[src/rtl/spi_frame_dispatch_pkg.sv]
// Shared constants and types for the SPI frame dispatcher.
// Field offsets are measured in bits from the MSB of the frame.
package spi_dispatch_pkg;

  localparam int HDR_W       = 64;
  localparam int WORD_W      = 32;
  localparam int MSGID_OFS   = 0;
  localparam int SEQ_OFS     = 32;
  localparam int OUTBITS_OFS = 40;
  localparam int RSVD_OFS    = 48;
  localparam int SP_OFS      = HDR_W;

  typedef enum logic [1:0] {
    IDLE   = 2'd0,
    UNPACK = 2'd1,
    COMMIT = 2'd2
  } state_e;

endpackage

[src/rtl/spi_frame_dispatch_if.sv]
// Bus bundle between the SPI slave side / application and the frame dispatcher.
interface spi_frame_dispatch_if #(
  parameter int NUM_SP      = 3,
  parameter int BUFFER_SIZE = 64 + 32*NUM_SP
) ();

  logic [BUFFER_SIZE-1:0] rx_data;
  logic                   pkg_timeout;
  logic [NUM_SP*32-1:0]   fb_data;
  logic [15:0]            in_bits;
  logic [BUFFER_SIZE-1:0] tx_data;
  logic [NUM_SP*32-1:0]   setpoint;
  logic [7:0]             out_bits;
  logic                   frame_strobe;
  logic                   link_ok;
  logic [15:0]            seq_err_cnt;

  modport master (
    output rx_data, pkg_timeout, fb_data, in_bits,
    input  tx_data, setpoint, out_bits, frame_strobe, link_ok, seq_err_cnt
  );

  modport slave (
    input  rx_data, pkg_timeout, fb_data, in_bits,
    output tx_data, setpoint, out_bits, frame_strobe, link_ok, seq_err_cnt
  );

endinterface

[src/rtl/spi_tx_packer.sv]
// Registered reply-frame assembly: header, sequence echo, link flag, inputs, feedback words.
module spi_tx_packer
  import spi_dispatch_pkg::*;
#(
  parameter int          NUM_SP      = 3,
  parameter int          BUFFER_SIZE = 64 + 32*NUM_SP,
  parameter logic [31:0] MSGID_TX    = 32'h64617461
) (
  input  logic                   clk,
  input  logic                   rst_n,
  input  logic [7:0]             last_seq_i,
  input  logic                   link_ok_i,
  input  logic [15:0]            in_bits_i,
  input  logic [NUM_SP*32-1:0]   fb_data_i,
  output logic [BUFFER_SIZE-1:0] tx_data_o
);

  logic [BUFFER_SIZE-1:0] tx_q, tx_d;

  always_comb begin
    tx_d = '0;
    tx_d[BUFFER_SIZE-1-MSGID_OFS -: 32]   = MSGID_TX;
    tx_d[BUFFER_SIZE-1-SEQ_OFS -: 8]      = last_seq_i;
    tx_d[BUFFER_SIZE-1-OUTBITS_OFS -: 8]  = {link_ok_i, 7'b0};
    tx_d[BUFFER_SIZE-1-RSVD_OFS -: 16]    = in_bits_i;
    // Feedback word 0 sits directly after the header, mirroring the rx layout.
    for (int i = 0; i < NUM_SP; i++) begin
      tx_d[BUFFER_SIZE-1-SP_OFS-WORD_W*i -: WORD_W] = fb_data_i[WORD_W*i +: WORD_W];
    end
  end

  always_ff @(posedge clk or negedge rst_n) begin
    if (!rst_n) tx_q <= '0;
    else        tx_q <= tx_d;
  end

  assign tx_data_o = tx_q;

endmodule

[src/rtl/spi_frame_dispatch.sv]
// Frame dispatcher: detects new SPI frames by SEQ, unpacks setpoints one word per cycle, commits atomically.
// Define SPI_DISPATCH_SEQCHK_EN to build the sequence-gap counter; otherwise seq_err_cnt is tied to 0.
module spi_frame_dispatch
  import spi_dispatch_pkg::*;
#(
  parameter int          NUM_SP      = 3,
  parameter int          BUFFER_SIZE = 64 + 32*NUM_SP,
  parameter logic [31:0] MSGID_TX    = 32'h64617461
) (
  input logic                 clk,
  input logic                 rst_n,
  spi_frame_dispatch_if.slave bus
);

  localparam int              IDX_W    = (NUM_SP > 1) ? $clog2(NUM_SP) : 1;
  localparam logic [IDX_W-1:0] LAST_IDX = IDX_W'(NUM_SP-1);

  state_e                       state_q, state_d;
  logic [BUFFER_SIZE-1:0]       shadow_q, shadow_d;
  logic [NUM_SP-1:0][WORD_W-1:0] staging_q, staging_d;
  logic [IDX_W-1:0]             idx_q, idx_d;
  logic [NUM_SP*32-1:0]         setpoint_q, setpoint_d;
  logic [7:0]                   out_bits_q, out_bits_d;
  logic [7:0]                   last_seq_q, last_seq_d;
  logic                         strobe_q, strobe_d;
  logic                         link_ok_q, link_ok_d;
  logic                         has_frame_q, has_frame_d;

  logic [7:0]        rx_seq, shadow_seq, shadow_outbits;
  logic [WORD_W-1:0] unpack_word;
  logic              unused_fields;

  assign rx_seq         = bus.rx_data[BUFFER_SIZE-1-SEQ_OFS -: 8];
  assign shadow_seq     = shadow_q[BUFFER_SIZE-1-SEQ_OFS -: 8];
  assign shadow_outbits = shadow_q[BUFFER_SIZE-1-OUTBITS_OFS -: 8];
  assign unused_fields  = ^{shadow_q[BUFFER_SIZE-1-MSGID_OFS -: 32],
                            shadow_q[BUFFER_SIZE-1-RSVD_OFS -: 16]};

  always_comb begin
    unpack_word = '0;
    for (int i = 0; i < NUM_SP; i++) begin
      if (idx_q == IDX_W'(i)) unpack_word = shadow_q[BUFFER_SIZE-1-SP_OFS-WORD_W*i -: WORD_W];
    end
  end

  // Timeout overrides every state, including COMMIT, so a stale frame can never land.
  always_comb begin
    state_d     = state_q;
    shadow_d    = shadow_q;
    staging_d   = staging_q;
    idx_d       = idx_q;
    setpoint_d  = setpoint_q;
    out_bits_d  = out_bits_q;
    last_seq_d  = last_seq_q;
    strobe_d    = 1'b0;
    link_ok_d   = link_ok_q;
    has_frame_d = has_frame_q;
    if (bus.pkg_timeout) begin
      state_d    = IDLE;
      idx_d      = '0;
      setpoint_d = '0;
      out_bits_d = '0;
      link_ok_d  = 1'b0;
    end else begin
      unique case (state_q)
        IDLE: begin
          if (rx_seq != last_seq_q) begin
            shadow_d = bus.rx_data;
            idx_d    = '0;
            state_d  = UNPACK;
          end
        end
        UNPACK: begin
          for (int i = 0; i < NUM_SP; i++) begin
            if (idx_q == IDX_W'(i)) staging_d[i] = unpack_word;
          end
          idx_d = idx_q + 1'b1;
          if (idx_q == LAST_IDX) state_d = COMMIT;
        end
        COMMIT: begin
          setpoint_d  = staging_q;
          out_bits_d  = shadow_outbits;
          last_seq_d  = shadow_seq;
          strobe_d    = 1'b1;
          link_ok_d   = 1'b1;
          has_frame_d = 1'b1;
          state_d     = IDLE;
        end
        default: state_d = IDLE;
      endcase
    end
  end

  always_ff @(posedge clk or negedge rst_n) begin
    if (!rst_n) begin
      state_q     <= IDLE;
      shadow_q    <= '0;
      staging_q   <= '0;
      idx_q       <= '0;
      setpoint_q  <= '0;
      out_bits_q  <= '0;
      last_seq_q  <= 8'h00;
      strobe_q    <= 1'b0;
      link_ok_q   <= 1'b0;
      has_frame_q <= 1'b0;
    end else begin
      state_q     <= state_d;
      shadow_q    <= shadow_d;
      staging_q   <= staging_d;
      idx_q       <= idx_d;
      setpoint_q  <= setpoint_d;
      out_bits_q  <= out_bits_d;
      last_seq_q  <= last_seq_d;
      strobe_q    <= strobe_d;
      link_ok_q   <= link_ok_d;
      has_frame_q <= has_frame_d;
    end
  end

`ifdef SPI_DISPATCH_SEQCHK_EN
  logic [15:0] seq_err_q, seq_err_d;

  // A gap is only meaningful once there is a previous committed SEQ to compare against.
  always_comb begin
    seq_err_d = seq_err_q;
    if (strobe_d && has_frame_q && (shadow_seq != last_seq_q + 8'd1) && (seq_err_q != 16'hFFFF))
      seq_err_d = seq_err_q + 16'd1;
  end

  always_ff @(posedge clk or negedge rst_n) begin
    if (!rst_n) seq_err_q <= '0;
    else        seq_err_q <= seq_err_d;
  end

  assign bus.seq_err_cnt = seq_err_q;
`else
  assign bus.seq_err_cnt = '0;
`endif

  assign bus.setpoint     = setpoint_q;
  assign bus.out_bits     = out_bits_q;
  assign bus.frame_strobe = strobe_q;
  assign bus.link_ok      = link_ok_q;

  spi_tx_packer #(
    .NUM_SP      (NUM_SP),
    .BUFFER_SIZE (BUFFER_SIZE),
    .MSGID_TX    (MSGID_TX)
  ) u_tx_packer (
    .clk        (clk),
    .rst_n      (rst_n),
    .last_seq_i (last_seq_q),
    .link_ok_i  (link_ok_q),
    .in_bits_i  (bus.in_bits),
    .fb_data_i  (bus.fb_data),
    .tx_data_o  (bus.tx_data)
  );

endmodule

[src/flat_wrapper.sv]
// flat-port wrapper written by rule: the top's interface ports become plain ports
module spi_frame_dispatch_flat import spi_dispatch_pkg::*;
#(
  parameter int          NUM_SP      = 3,
  parameter int          BUFFER_SIZE = 64 + 32*NUM_SP,
  parameter logic [31:0] MSGID_TX    = 32'h64617461
)
  (clk, rst_n, bus_rx_data, bus_pkg_timeout, bus_fb_data, bus_in_bits, bus_tx_data, bus_setpoint, bus_out_bits, bus_frame_strobe, bus_link_ok, bus_seq_err_cnt);
  spi_frame_dispatch_if #(.NUM_SP(NUM_SP), .BUFFER_SIZE(BUFFER_SIZE)) bus_i ();
  input logic clk;
  input logic rst_n;
  input wire logic [$bits(bus_i.rx_data)-1:0] bus_rx_data;
  input wire logic [$bits(bus_i.pkg_timeout)-1:0] bus_pkg_timeout;
  input wire logic [$bits(bus_i.fb_data)-1:0] bus_fb_data;
  input wire logic [$bits(bus_i.in_bits)-1:0] bus_in_bits;
  output wire logic [$bits(bus_i.tx_data)-1:0] bus_tx_data;
  output wire logic [$bits(bus_i.setpoint)-1:0] bus_setpoint;
  output wire logic [$bits(bus_i.out_bits)-1:0] bus_out_bits;
  output wire logic [$bits(bus_i.frame_strobe)-1:0] bus_frame_strobe;
  output wire logic [$bits(bus_i.link_ok)-1:0] bus_link_ok;
  output wire logic [$bits(bus_i.seq_err_cnt)-1:0] bus_seq_err_cnt;
  assign bus_i.rx_data = bus_rx_data;
  assign bus_i.pkg_timeout = bus_pkg_timeout;
  assign bus_i.fb_data = bus_fb_data;
  assign bus_i.in_bits = bus_in_bits;
  assign bus_tx_data = bus_i.tx_data;
  assign bus_setpoint = bus_i.setpoint;
  assign bus_out_bits = bus_i.out_bits;
  assign bus_frame_strobe = bus_i.frame_strobe;
  assign bus_link_ok = bus_i.link_ok;
  assign bus_seq_err_cnt = bus_i.seq_err_cnt;
  spi_frame_dispatch #(.NUM_SP(NUM_SP), .BUFFER_SIZE(BUFFER_SIZE), .MSGID_TX(MSGID_TX)) u_core (.clk(clk), .rst_n(rst_n), .bus(bus_i));
endmodule
[config.mk]
export PLATFORM = sky130hd
export DESIGN_NAME = spi_frame_dispatch_flat
export DESIGN_NICKNAME = d
export VERILOG_FILES = /design/src/rtl/spi_frame_dispatch_pkg.sv /design/src/rtl/spi_frame_dispatch_if.sv /design/src/rtl/spi_tx_packer.sv /design/src/rtl/spi_frame_dispatch.sv /design/src/flat_wrapper.sv
export SDC_FILE = /design/constraint.sdc
export NUM_CORES = 1
export LEC_CHECK = 0
export CAP_MARGIN = 5
export CORE_AREA = 2 2 216 218
export CTS_BUF_LIST = sky130_fd_sc_hd__clkbuf_8 sky130_fd_sc_hd__clkbuf_16
export CTS_CLUSTER_DIAMETER = 150
export DETAILED_ROUTE_END_ITERATION = 10
export DIE_AREA = 0 0 218 220
export PLACE_DENSITY = 0.74
export SYNTH_ARGS = -nofsm -noshare
export SYNTH_HDL_FRONTEND = slang
export SYNTH_SLANG_ARGS = --single-unit
[constraint.sdc]
create_clock -name clk -period 2.94 [get_ports clk]
set_input_delay 0.735 -clock clk [delete_from_list [all_inputs] [get_ports clk]]
set_output_delay 0.735 -clock clk [all_outputs]
set_load 0.03 [all_outputs]
==> reports/results.tsv <==
stage	metric	value	unit
power	vdd.ir_drop.worst	0.401	mV
synthesis	synth-seq-cells	448	
synthesis	ys_seq_area_share	70.5	%
die	chipHeight	220	um
cts	cts_hold_buf	0	
cts	clk_path_buf_depth	3	
worst_setup_path	critPathTopFamily	buffers and inverters	
synthesis	synth.distinct_cells	28	
drt	vias	10500	
synthesis	synth_compound_area_share	9.99	%
sta	slew_headroom	55.9	%
worst_setup_path	cp_slowest_stage_delay	0.77	ns
synthesis	yosys-top-cells-area	dfrtp_1 (71%), a22o_1 (5.7%), mux2_1 (4.9%)	
die	ios	557	
grt	grt_pass1_wl	66400	um
cts	htree_levels	2	
synthesis	synth-simple-area-share	3.54	%
run_status	outcome	finished, final reports clean	
worst_setup_path	cp_max_fo	13	
grt	antenna_found_initial	4	
placement	gp_congestion	0.888	
cts	cts_resized	0	
drt	viasPerCell	4.72	
sta	clock.fmax	383	MHz
placement	pre_cts_ws	0.175	ns
worst_setup_path	critPathCaptureType	output pin	
drt	drcViolationCount	0	
synthesis	synth.most_common_cell	dfrtp_1	
drt	detail_route.wl_per_cell	19.6	um
die	core	0.0459	mm2
sta	worst_slack	0.326	ns
synthesis	synth_fa_ha_area_share	0.236	%
placement	portBuffers	466	
power	leakagePower	10.0	nW
cts	cts.clk_slew.worst_paths	0.06	ns
synthesis	synthCells	1119	
sta	hold_violations	0	
sta	setup_viol	0	
die	fp.dieW	218	um
synthesis	synth_top_area_share	70.5	%
grt	grt_pass1_vias	11100	
drt	wirelength	43800	um
cts	cts_root_buf	clkbuf_16	
worst_setup_path	reg2reg_depth	7	
synthesis	ys.flop_type	dfrtp_1	
synthesis	synth.area.mux_share	10.5	%
synthesis	netlist_top_cells_count	dfrtp_1 (448), a22o_1 (104), nand2_1 (99)	
worst_setup_path	critical_path_arrival	1.88	ns
synthesis	synth_edf_count	0	
synthesis	synthXorXnorAreaFrac	0.441	%
grt	grt_max_degree	98	
sta	finalCriticalPeriod	2.61	ns
power	pwr_density_cell	679	mW/mm2
sta	finalMaxSlewViolations	0	
sta	worst_pin_slew	0.661	ns
die	initial_core_util	34.7	%
drt	first_iter_violations	506	
layout	layout-drive-gt1-share	10.1	%
cts	cts_buffers	47	
placement	dp_hpwl	30700	um
worst_setup_path	worstPathRequired	2.20	ns
synthesis	async_flop_share	100	%
synthesis	synth-warning-count	0	
worst_setup_path	path_class	reg2out	
worst_setup_path	cp_cell_sequence	clkdlybuf4s50_1	
drt	postRouteAntennaNets	0	
cts	clock_latency	0.57	ns
synthesis	netlist_area	0.0159	mm2
layout	final_nets	1867	
die	fp-row-count	79	
sta	period_share	88.9	%
layout	syn_to_final_growth	42.9	%
worst_setup_path	reg2reg_slack	0.80	ns
worst_setup_path	r2r-start	u_core.idx_q[1]$_DFFE_PN0P_	
sta	fin_tns_setup	0	ns
cts	cts_tree	built	
flow_run	max-cap-violations	0	
worst_setup_path	worst-path-buf-inv	1	
sta	grt_setup_unrepaired	no	
synthesis	synth_top_family_by_area	multiplexers	
grt	gr-usage-all-layers	18.3	%
grt	grt-ovfl-total	0	
drt	drtPass1Iterations	5	
cts	cts_sinks	448	
worst_setup_path	r2r-end	u_core.staging_q[0]$_DFFE_PN0P_	
cts	post-cts-setup-buffers	0	
synthesis	netlist.top_cell.by_area	dfrtp_1	
worst_hold_path	hold_path_class	in2async	
worst_setup_path	setup.worst_path.start_class	register	
synthesis	syn_avg_cell_area	14.2	um2
die	dieArea	0.0480	mm2
worst_setup_path	crit_slowest_cell	clkdlybuf4s50_1	
sta	finClkSkew	0.0152	ns
## sequential cells by signal, summed over array words and instances (netlist names)
| signal | flops |
|---|---|
| u_core.staging_q | 96 |
| u_core.bus.link_ok | 1 |
| u_core.bus.setpoint | 96 |
| u_core.shadow_q | 112 |
| u_core.bus.out_bits | 8 |
| u_core.last_seq_q | 8 |
| u_core.u_tx_packer.tx_data_o | 122 |
| u_core.bus.frame_strobe | 1 |
| u_core.state_q | 2 |
| u_core.idx_q | 2 |
## how the worst max path moves through the flow
stage / slack, ns / from / depth (start not counted) / endpoint
floorplan: 0.93 / bus_rx_data[122] / 6 / u_core.shadow_q[112]$_DFFE_PN0P_
global placement: 0.21 / bus_rx_data[121] / 7 / u_core.shadow_q[11]$_DFFE_PN0P_
detailed placement: 0.18 / bus_rx_data[127] / 7 / u_core.shadow_q[11]$_DFFE_PN0P_
CTS: 0.25 / u_core.u_tx_packer.tx_data_o[128]$_DFF_PN0_ / 1 / bus_tx_data[128]
global route: 0.23 / u_core.u_tx_packer.tx_data_o[128]$_DFF_PN0_ / 1 / bus_tx_data[128]
finish: 0.33 / u_core.u_tx_packer.tx_data_o[128]$_DFF_PN0_ / 1 / bus_tx_data[128]
## metrics by stage
step	total power (W)	utilization (%)	instance area, um2	std cells	hold slack (ns)
after floorplan	0.00881	-	16100	1160	0.389
after global placement	0.00974	46.3	21200	2147	0.400
after detailed placement	0.00987	46.3	21200	2147	0.403
after CTS	0.0156	49.5	22700	2226	0.162
after global routing	0.0162	49.5	22700	2229	0.181
final	0.0154	49.5	22700	2229	0.155
## cells by family (layout without fill, tap and decap cells)
| kind of cell | Yosys count | in the layout |
|---|---|---|
| compound gates | 238 | 238 |
| xor+xnor | 8 | 8 |
| fa+ha+maj | 3 | 3 |
| buf+inv | 125 | 584 |
| flops | 448 | 448 |
| mux | 152 | 152 |
| other cells | 2 | 46 |
| simple gates | 143 | 143 |
## layer usage
metal	up-vias	GRT usage (%)	wire (um)
met4	2	7.19	1380
li1	4719	-	-
met3	78	5.31	3410
met5	-	0	13
met1	5343	24.0	18500
met2	389	28.5	20500
## cell usage in the layout, fill, tap and decap left out, types with 2 or more instances in the layout
cell type        count
buf_4               20
a21oi_1             34
ha_2                 2
mux2_2              51
nand2_2              3
o21ai_0             96
mux2_1              69
clkbuf_8            12
mux2i_1             32
dfrtp_1            448
buf_12              14
clkinv_2             4
a22o_1             104
diode_2              3
xnor2_1              8
nand2_1             96
nand4_1              2
conb_1              43
inv_1               15
nor2_1              36
clkdlybuf4s50_1    465
clkbuf_16           48
## power by group
part           total [W]  switching (W)  internal (W)  leakage [nW]
clock network    0.00569        0.00236       0.00333         0.778
registers        0.00753       0.000474       0.00706          5.64
logic            0.00222        0.00117       0.00104          3.62
total             0.0154        0.00400        0.0114          10.0
## cell type report
type | count | area, um2
flip-flops and latches | 448 | 11200
multi-input cells | 587 | 4130
inverters | 5 | 18.8
repair buffers | 500 | 5100
diodes | 3 | 7.51
clock buffers | 60 | 1370
fillers | 3976 | 23100
clock inverters | 19 | 124
well taps | 607 | 759
(Power assumes the default switching activity.)
